### src/rtl/store_queue_drain_ctrl_pkg.sv
// Shared types for the store queue drain path: widths of the SQ index/count,
// cache write bus types, the drain FSM state and the block-to-byte address helper.
package store_queue_drain_ctrl_pkg;

   localparam int CONF_STORE_QUEUE_ENTRY_NUM = 16;
   localparam int CONF_COMMIT_WIDTH          = 2;
   localparam int CONF_REFILL_BACKOFF_CYCLES = 2;

   localparam int PHY_ADDR_WIDTH       = 32;
   localparam int LSQ_BLOCK_BYTE_NUM   = 4;
   localparam int LSQ_BLOCK_OFFSET_BIT = $clog2(LSQ_BLOCK_BYTE_NUM);
   localparam int LSQ_BLOCK_WIDTH      = 8 * LSQ_BLOCK_BYTE_NUM;
   localparam int LSQ_BLOCK_ADDR_WIDTH = PHY_ADDR_WIDTH - LSQ_BLOCK_OFFSET_BIT;

   localparam int STORE_QUEUE_INDEX_WIDTH =
      (CONF_STORE_QUEUE_ENTRY_NUM > 1) ? $clog2(CONF_STORE_QUEUE_ENTRY_NUM) : 1;
   localparam int STORE_QUEUE_COUNT_WIDTH   = $clog2(CONF_STORE_QUEUE_ENTRY_NUM + 1);
   localparam int STORE_COMMIT_NUM_WIDTH    = $clog2(CONF_COMMIT_WIDTH + 1);
   localparam int STORE_DRAIN_BACKOFF_WIDTH =
      ($clog2(CONF_REFILL_BACKOFF_CYCLES + 1) > 1) ? $clog2(CONF_REFILL_BACKOFF_CYCLES + 1) : 1;

   typedef logic [PHY_ADDR_WIDTH-1:0]            PhyAddrPath;
   typedef logic [LSQ_BLOCK_ADDR_WIDTH-1:0]      LSQ_BlockAddrPath;
   typedef logic [LSQ_BLOCK_WIDTH-1:0]           LSQ_BlockDataPath;
   typedef logic [LSQ_BLOCK_BYTE_NUM-1:0]        LSQ_WordByteEnablePath;
   typedef logic [STORE_QUEUE_INDEX_WIDTH-1:0]   StoreQueueIndexPath;
   typedef logic [STORE_QUEUE_COUNT_WIDTH-1:0]   StoreQueueCountPath;
   typedef logic [STORE_COMMIT_NUM_WIDTH-1:0]    StoreCommitNumPath;
   typedef logic [STORE_DRAIN_BACKOFF_WIDTH-1:0] StoreDrainBackoffPath;

   typedef enum logic [1:0] {
      DRAIN_IDLE        = 2'd0,
      DRAIN_ISSUE       = 2'd1,
      DRAIN_WAIT_REFILL = 2'd2,
      DRAIN_BACKOFF     = 2'd3
   } StoreDrainState;

   // A block address names an aligned block; the byte address appends a zero offset.
   function automatic PhyAddrPath LSQ_ToFullAddrFromBlockAddr(input LSQ_BlockAddrPath blockAddr);
      return {blockAddr, {LSQ_BLOCK_OFFSET_BIT{1'b0}}};
   endfunction

endpackage

### src/rtl/store_queue_drain_ctrl_if.sv
// D-cache store port bundle: the drain controller is the master presenting
// writes, the cache is the slave answering with ack/nack and refill completion.
interface store_queue_drain_ctrl_if;
   import store_queue_drain_ctrl_pkg::*;

   logic                  dcWriteReq;
   PhyAddrPath            dcWriteAddr;
   LSQ_BlockDataPath      dcWriteData;
   LSQ_WordByteEnablePath dcWriteByteWE;
   logic                  dcWriteAck;
   logic                  dcWriteNack;
   logic                  dcRefillDone;

   modport master (
      output dcWriteReq, dcWriteAddr, dcWriteData, dcWriteByteWE,
      input  dcWriteAck, dcWriteNack, dcRefillDone
   );

   modport slave (
      input  dcWriteReq, dcWriteAddr, dcWriteData, dcWriteByteWE,
      output dcWriteAck, dcWriteNack, dcRefillDone
   );

endinterface

### src/rtl/store_queue_drain_ctrl.sv
// Drains committed stores from the store queue head into the D-cache, one at a
// time and oldest first, retrying after a miss once the refill has landed.
// Port types are sized by the package CONF_* values; keep the parameters equal.
module store_queue_drain_ctrl
   import store_queue_drain_ctrl_pkg::*;
#(
   parameter int STORE_QUEUE_ENTRY_NUM = CONF_STORE_QUEUE_ENTRY_NUM,
   parameter int COMMIT_WIDTH          = CONF_COMMIT_WIDTH,
   parameter int REFILL_BACKOFF_CYCLES = CONF_REFILL_BACKOFF_CYCLES
) (
   input  logic                     clk,
   input  logic                     rst,
   input  StoreCommitNumPath        commitStoreNum,
   output StoreQueueIndexPath       headPtr,
   input  LSQ_BlockAddrPath         headAddr,
   input  LSQ_BlockDataPath         headData,
   input  LSQ_WordByteEnablePath    headByteWE,
   store_queue_drain_ctrl_if.master dc,
   output logic                     releaseEntry,
   output StoreQueueCountPath       pendingCount,
   output logic                     drainIdle
);

   localparam int SUM_WIDTH = STORE_QUEUE_COUNT_WIDTH + 1;

   StoreDrainState       state;
   StoreDrainState       next_state;
   StoreDrainBackoffPath backoff_count;
   StoreDrainBackoffPath next_backoff;
   logic                 release_now;
   logic                 load_request;
   logic [SUM_WIDTH-1:0] pending_sum;

   // The head entry is freed on the cycle the cache accepts it while issuing.
   assign release_now  = (state == DRAIN_ISSUE) && dc.dcWriteAck;
   assign load_request = (state == DRAIN_IDLE) && (pendingCount != '0);
   assign pending_sum  = {1'b0, pendingCount} + SUM_WIDTH'(commitStoreNum)
                         - SUM_WIDTH'(release_now);

   // Fences may proceed only when nothing is queued and no write is in flight.
   assign drainIdle = (state == DRAIN_IDLE) && (pendingCount == '0);

   // Next-state logic: ack beats nack, refill only matters while waiting for it.
   always_comb begin
      next_state   = state;
      next_backoff = backoff_count;
      unique case (state)
         DRAIN_IDLE: begin
            if (pendingCount != '0) next_state = DRAIN_ISSUE;
         end
         DRAIN_ISSUE: begin
            if (dc.dcWriteAck)       next_state = DRAIN_IDLE;
            else if (dc.dcWriteNack) next_state = DRAIN_WAIT_REFILL;
         end
         DRAIN_WAIT_REFILL: begin
            if (dc.dcRefillDone) begin
               if (REFILL_BACKOFF_CYCLES == 0) begin
                  next_state = DRAIN_ISSUE;
               end else begin
                  next_state   = DRAIN_BACKOFF;
                  next_backoff = StoreDrainBackoffPath'(REFILL_BACKOFF_CYCLES);
               end
            end
         end
         DRAIN_BACKOFF: begin
            if (backoff_count <= StoreDrainBackoffPath'(1)) begin
               next_state   = DRAIN_ISSUE;
               next_backoff = '0;
            end else begin
               next_backoff = backoff_count - StoreDrainBackoffPath'(1);
            end
         end
         default: next_state = DRAIN_IDLE;
      endcase
   end

   // State register and backoff counter; reset drops any in-flight request.
   always_ff @(posedge clk) begin
      if (rst) begin
         state         <= DRAIN_IDLE;
         backoff_count <= '0;
      end else begin
         state         <= next_state;
         backoff_count <= next_backoff;
      end
   end

   // Request register: the latched write is re-presented unchanged on every retry.
   always_ff @(posedge clk) begin
      if (rst) begin
         dc.dcWriteReq    <= 1'b0;
         dc.dcWriteAddr   <= '0;
         dc.dcWriteData   <= '0;
         dc.dcWriteByteWE <= '0;
      end else begin
         dc.dcWriteReq <= (next_state == DRAIN_ISSUE);
         if (load_request) begin
            dc.dcWriteAddr   <= LSQ_ToFullAddrFromBlockAddr(headAddr);
            dc.dcWriteData   <= headData;
            dc.dcWriteByteWE <= headByteWE;
         end
      end
   end

   // Head pointer, release pulse and pending count: commits and a release in
   // the same cycle both take effect.
   always_ff @(posedge clk) begin
      if (rst) begin
         headPtr      <= '0;
         releaseEntry <= 1'b0;
         pendingCount <= '0;
      end else begin
         releaseEntry <= release_now;
         pendingCount <= pending_sum[STORE_QUEUE_COUNT_WIDTH-1:0];
         if (release_now) begin
            if (headPtr == StoreQueueIndexPath'(STORE_QUEUE_ENTRY_NUM - 1))
               headPtr <= '0;
            else
               headPtr <= headPtr + StoreQueueIndexPath'(1);
         end
      end
   end

   assert property (@(posedge clk) disable iff (rst)
      pending_sum <= SUM_WIDTH'(STORE_QUEUE_ENTRY_NUM));

   assert property (@(posedge clk) disable iff (rst)
      (state == DRAIN_ISSUE) |-> !(dc.dcWriteAck && dc.dcWriteNack));

   assert property (@(posedge clk) disable iff (rst)
      commitStoreNum <= StoreCommitNumPath'(COMMIT_WIDTH));

endmodule

### src/flat_wrapper.sv
// flat-port wrapper written by rule: the top's interface ports become plain ports
module store_queue_drain_ctrl_flat import store_queue_drain_ctrl_pkg::*;
#(
   parameter int STORE_QUEUE_ENTRY_NUM = CONF_STORE_QUEUE_ENTRY_NUM,
   parameter int COMMIT_WIDTH          = CONF_COMMIT_WIDTH,
   parameter int REFILL_BACKOFF_CYCLES = CONF_REFILL_BACKOFF_CYCLES
)
  (clk, rst, commitStoreNum, headPtr, headAddr, headData, headByteWE, releaseEntry, pendingCount, drainIdle, dc_dcWriteReq, dc_dcWriteAddr, dc_dcWriteData, dc_dcWriteByteWE, dc_dcWriteAck, dc_dcWriteNack, dc_dcRefillDone);
  store_queue_drain_ctrl_if dc_i ();
  input  logic clk;
  input  logic rst;
  input  StoreCommitNumPath commitStoreNum;
  output StoreQueueIndexPath headPtr;
  input  LSQ_BlockAddrPath headAddr;
  input  LSQ_BlockDataPath headData;
  input  LSQ_WordByteEnablePath headByteWE;
  output logic releaseEntry;
  output StoreQueueCountPath pendingCount;
  output logic drainIdle;
  output wire logic [$bits(dc_i.dcWriteReq)-1:0] dc_dcWriteReq;
  output wire logic [$bits(dc_i.dcWriteAddr)-1:0] dc_dcWriteAddr;
  output wire logic [$bits(dc_i.dcWriteData)-1:0] dc_dcWriteData;
  output wire logic [$bits(dc_i.dcWriteByteWE)-1:0] dc_dcWriteByteWE;
  input wire logic [$bits(dc_i.dcWriteAck)-1:0] dc_dcWriteAck;
  input wire logic [$bits(dc_i.dcWriteNack)-1:0] dc_dcWriteNack;
  input wire logic [$bits(dc_i.dcRefillDone)-1:0] dc_dcRefillDone;
  assign dc_dcWriteReq = dc_i.dcWriteReq;
  assign dc_dcWriteAddr = dc_i.dcWriteAddr;
  assign dc_dcWriteData = dc_i.dcWriteData;
  assign dc_dcWriteByteWE = dc_i.dcWriteByteWE;
  assign dc_i.dcWriteAck = dc_dcWriteAck;
  assign dc_i.dcWriteNack = dc_dcWriteNack;
  assign dc_i.dcRefillDone = dc_dcRefillDone;
  store_queue_drain_ctrl #(.STORE_QUEUE_ENTRY_NUM(STORE_QUEUE_ENTRY_NUM), .COMMIT_WIDTH(COMMIT_WIDTH), .REFILL_BACKOFF_CYCLES(REFILL_BACKOFF_CYCLES)) u_core (.clk(clk), .rst(rst), .commitStoreNum(commitStoreNum), .headPtr(headPtr), .headAddr(headAddr), .headData(headData), .headByteWE(headByteWE), .dc(dc_i), .releaseEntry(releaseEntry), .pendingCount(pendingCount), .drainIdle(drainIdle));
endmodule
### config.mk
export PLATFORM = sky130hd
export DESIGN_NAME = store_queue_drain_ctrl_flat
export DESIGN_NICKNAME = d
export VERILOG_FILES = /design/src/rtl/store_queue_drain_ctrl_pkg.sv /design/src/rtl/store_queue_drain_ctrl_if.sv /design/src/rtl/store_queue_drain_ctrl.sv /design/src/flat_wrapper.sv
export SDC_FILE = /design/constraint.sdc
export NUM_CORES = 1
export LEC_CHECK = 0
export ABC_CLOCK_PERIOD_IN_PS = 3080
export BUFFER_PORTS_ARGS = -buffer_cell sky130_fd_sc_hd__buf_2
export CAP_MARGIN = 20
export CORE_MARGIN = 3
export CORE_UTILIZATION = 47
export CTS_CLUSTER_DIAMETER = 80
export DETAILED_ROUTE_END_ITERATION = 10
export GPL_TIMING_DRIVEN = 0
export PLACE_DENSITY = 0.9
export SLEW_MARGIN = 25
export SYNTH_ARGS = -nofsm -noshare
export SYNTH_HDL_FRONTEND = slang
export SYNTH_SLANG_ARGS = --single-unit
### constraint.sdc
create_clock -name clk -period 3.08 [get_ports clk]
set_input_delay 0.308 -clock clk [delete_from_list [all_inputs] [get_ports clk]]
set_output_delay 0.308 -clock clk [all_outputs]
set_load 0.1 [all_outputs]
# Word-level counts from Yosys, hierarchy flattened
# Cells that the tools add are included.
dict set report op_classes {
  n_eq_ne 6
  order_cmp 1
  muxes 10
  n_addsub 4
  n_reduce_logical 8
}
# operator n
set op_table {}
lappend op_table {{$mux W2} 7}
lappend op_table {{$pmux W2 S4} 1}
lappend op_table {{$add A5 B2 Y5} 1}
lappend op_table {{$logic_not A5 Y1} 1}
lappend op_table {{$reduce_bool A5 Y1} 1}
lappend op_table {{$sub A5 B1 Y5} 1}
lappend op_table {{$add A4 B1 Y4 const B} 1}
lappend op_table {{$eq A2 B1 Y1 const B} 2}
lappend op_table {{$eq A2 B2 Y1 const B} 2}
lappend op_table {{$eq A4 B4 Y1 const B} 1}
lappend op_table {{$mux W4} 1}
lappend op_table {{$pmux W2 S2} 1}
lappend op_table {{$logic_and A1 B1 Y1} 3}
lappend op_table {{$le A2 B1 Y1 const B} 1}
lappend op_table {{$logic_not A2 Y1} 1}
lappend op_table {{$ne A2 B2 Y1 const B} 1}
lappend op_table {{$reduce_and A2 Y1} 1}
lappend op_table {{$reduce_bool A2 Y1} 1}
lappend op_table {{$sub A2 B1 Y2 const B} 1}
dict set report word_totals {
  out_inout_bits 80
  reg_bits 81
  input_bits 73
  elab_cells 38
}

# Longest topological paths before layout
dict set report depth {
  ltp_word 4
  ltp_mapped 11
  ltp_nobuf 10
}

# Worst setup path before layout
# No wires, ideal clock.
dict set report synth_path {
  kind {register -> output}
  startpoint {register u_core.pendingCount[2]}
  endpoint {output port drainIdle}
  path_stages_with_launch 8
  arrival_time_ns 3.967
  required_time_ns 2.772
  slack_ns -1.195
  path_buffers 3
  cell_sequence {dfxtp_1 inv_1 ha_1 or4b_1 clkbuf_1 clkbuf_1 clkbuf_1 nor3_1}
}
dict set report synth_via {
  elab_chain_len 2
}
# item line_no
set synth_rtl {}
lappend synth_rtl {{start: declaration} store_queue_drain_ctrl.sv:20} ;# output StoreQueueCountPath pendingCount,
lappend synth_rtl {{start signal: assignment} store_queue_drain_ctrl.sv:114} ;# pendingCount <= pending_sum[STORE_QUEUE_COUNT_WIDTH-1:0];
lappend synth_rtl {{$logic_not A5 Y1} store_queue_drain_ctrl.sv:41} ;# assign drainIdle = (state == DRAIN_IDLE) && (pendingCount == '0);
lappend synth_rtl {{$logic_and A1 B1 Y1} store_queue_drain_ctrl.sv:41}
lappend synth_rtl {{end: declaration} flat_wrapper.sv:19} ;# output logic drainIdle;
# No other way between the ends.

# Worst setup path in the final report
# Ends and elaborated chain as after synthesis.

==> flow_summary.toml <==
[placed_design]
placed_cell_area_mm2 = 0.00438
place_congestion = 0.790
numPortBuffers = 149
hpwlAfterDp_mm = 7.34

[yosys]
yosys.area_share.simple = 0.197
yosysTopAreaCell = "dfxtp_1"
yosysWarningCount = 0
synthAdderAreaFrac = 0.0344
synth_most_common_cell = "dfxtp_1"
ys_top_cells_by_area = "dfxtp_1, nand2b_1, a31o_2"
synth_compound_area_frac = 0.225
synth_edf_count = 0
synth-xor-area-share = 0.00752
synth_area_mm2 = 0.00350
syn_inst = 398
synth_ff_type = "dfxtp_1"
synth_common_cells = "dfxtp_1, a21oi_1, nand2b_1"
ys_seq_area_frac = 0.464
yosysTopAreaCellShare = 0.464
synthArstFlopShare = 0
synth_top_family_by_area = "compound AO/OA/AOI/OAI gates"
avgSynthCellArea_um2 = 8.78
ys_ff_latch = 81
yosysUniqueCellTypes = 40
synthMuxAreaShare = 0.00286

[cts]
cts_sinks = 81
cts_htree_levels = 3
path_clk_slew_ps = 80
cts_buffer_depth = 2
postCtsSetupRepairBufs = 0
tritoncts = "done"
clock_latency_ps = 340
postCtsHoldBufs = 0
root_buffer = "clkbuf_8"
cts_made_buffers = 9

[sta]
setup_viol = 0
hold_ws_ps = 181
final.period_utilization = 0.929
worstMarginPinSlew_ps = 902
slew_headroom = 0.399
max_freq_mhz = 349
period_needed_ps = 2860
hold_viol_final = 0
setup_tns_ps = 0
slew_violations = 0
clock_skew_ps = 7.59
rsz0062_at_grt = "no"

[detailed_routing]
wire_per_inst_um = 14.7
via_count = 3532
firstDrtPassIters = 4
viasPerCell = 5.36
drt_first_iter_violations = 112
drt_wl_total_mm = 9.69
ant_nets = 0
drcViolationCount = 0

[layout]
area_delta_synth_final_pct = 31.2
layout-drive-gt1-share = 0.359
antennaDiodeCount = 0
num-nets-final = 640
design_area_mm2 = 0.00459

[worst_setup_path]
critical_path_class = "reg -> out"
crit_chain = "inv_1 -> ha_1 -> or4b_1 -> clkbuf_1 -> clkbuf_1 -> nor3_4 -> buf_4"
worst-endpoint-arrival_ps = 2550
critPathTopFamily = "buffers and inverters"
critical_path_required_ps = 2770
critPathLaunchType = "flop"
r2r_cells = 11
crit_fanout = 19
reg2reg_slack_ps = 330
crit_buf_inv = 4
max_stage_delay_ps = 440
timing.rr.end = "u_core.pendingCount[4]$_SDFF_PP0_"
r2r_start = "u_core.state[0]$_SDFF_PP0_"
path_common_cell = "clkbuf_1"
setup.worst_path.end_class = "primary output"
cp_slowest_cell = "or4b_1"

[die]
die_w_um = 92.2
dieHeight_um = 92.2
io_pins = 153
core_area_mm2 = 0.00702
rows = 30
dieArea_mm2 = 0.00851
initial_core_util = 0.498

[global_routing]
grtUsageMet2 = 0.385
grt_pass1_vias = 3344
grt_busiest_layer = "met2"
grtUsageMet1 = 0.254
grt.overflow.total = 0
antenna_found_initial = 0
grt_max_degree = 14
grt_use_met3 = 0.0747
grt_usage = 0.224
grt_pass1_wl_mm = 15.4

[hold_path]
hold_path.class = "in -> reg"
min_path_cells = 2
hold_start = "headAddr[21]"
whs_endpoint = "u_core.dc.dcWriteAddr[23]$_SDFFE_PP0P_"

[status]
status = "completed"

[run]
max-cap-violations = 0
==> layer usage <==
metal,up-vias,share of wire
met5,-,0
met1,1652,0.40
met2,149,0.48
met4,0,0.019
met3,20,0.099
li1,1711,-
==> cell usage in the layout, fill, tap and decap left out, types with 2 or more instances in the layout <==
| cell | synthesis | layout |
|---|---|---|
| buf_6 | 3 | 3 |
| conb_1 | 1 | 2 |
| buf_1 | 5 | 5 |
| clkbuf_8 | 0 | 9 |
| o21ai_1 | 2 | 2 |
| nand2_1 | 33 | 33 |
| xor2_1 | 2 | 2 |
| nor2b_1 | 2 | 2 |
| bufinv_16 | 0 | 2 |
| buf_4 | 2 | 3 |
| buf_2 | 2 | 150 |
| nand3_1 | 3 | 3 |
| a21oi_1 | 45 | 45 |
| clkinv_2 | 0 | 3 |
| nor2_1 | 10 | 10 |
| nand2b_1 | 43 | 43 |
| o21ai_0 | 28 | 28 |
| nand4_1 | 27 | 27 |
| a31o_1 | 11 | 11 |
| ha_1 | 8 | 8 |
| nand4b_1 | 2 | 2 |
| clkbuf_1 | 30 | 30 |
| dfxtp_1 | 81 | 81 |
| inv_1 | 11 | 11 |
| a31o_2 | 29 | 29 |
==> worst max-delay path by stage <==
stage,start,end,slack [ps],cells past startpoint
3_5_place_dp,u_core.state[0]$_SDFF_PP0_,u_core.pendingCount[4]$_SDFF_PP0_,340,11
4_1_cts,u_core.pendingCount[2]$_SDFF_PP0_,drainIdle,90,8
5_1_grt,u_core.pendingCount[2]$_SDFF_PP0_,drainIdle,50,7
3_3_place_gp,u_core.pendingCount[2]$_SDFF_PP0_,drainIdle,420,8
2_1_floorplan,u_core.pendingCount[2]$_SDFF_PP0_,drainIdle,60,7
6_report,u_core.pendingCount[2]$_SDFF_PP0_,drainIdle,220,7
==> sequential cells by signal, summed over array words and instances (netlist names) <==
register                 count
u_core.dc.dcWriteData       32
u_core.dc.dcWriteAddr       30
u_core.pendingCount          5
u_core.dc.dcWriteByteWE      4
u_core.headPtr               4
u_core.backoff_count         2
u_core.state                 2
u_core.dc.dcWriteReq         1
u_core.releaseEntry          1
==> kinds of logic after synthesis <==
family	Yosys count
other	1
muxes	1
adders and majority gates	9
xor gates and xnor gates	3
buffers and inverters	55
and+or+nand+nor	126
AOI/OAI and AO/OA	122
DFF	81
==> cell type report <==
cell class	count	area, µm²
fill	596	2430
multi-input combinational	263	1650
sequential	81	1620
timing repair buffer	149	748
buffer	42	191
clock buffer	10	128
tap	96	120
clock inverter	6	82.6
inverter	12	45.0
==> what timing repair did <==
item                                    CTS  global route
pin swaps                                 0             0
endpoints found under the setup margin    1             1
endpoints found under the hold margin     0             0
gates resized for setup                   1             0
==> per-stage QoR <==
| stage | instances | util | setup slack [ps] |
|---|---|---|---|
| after global routing | 659 | 0.653 | 49.2 |
| after CTS | 660 | 0.654 | 86.1 |
| final | 659 | 0.653 | 218 |
| after detailed placement | 644 | 0.624 | 341 |
| after global placement | 644 | 0.624 | 424 |
| after floorplan | 399 | - | 64.6 |
Power is not shown: default switching activity piles up to over one toggle a cycle in this logic, so the estimate is an artifact.
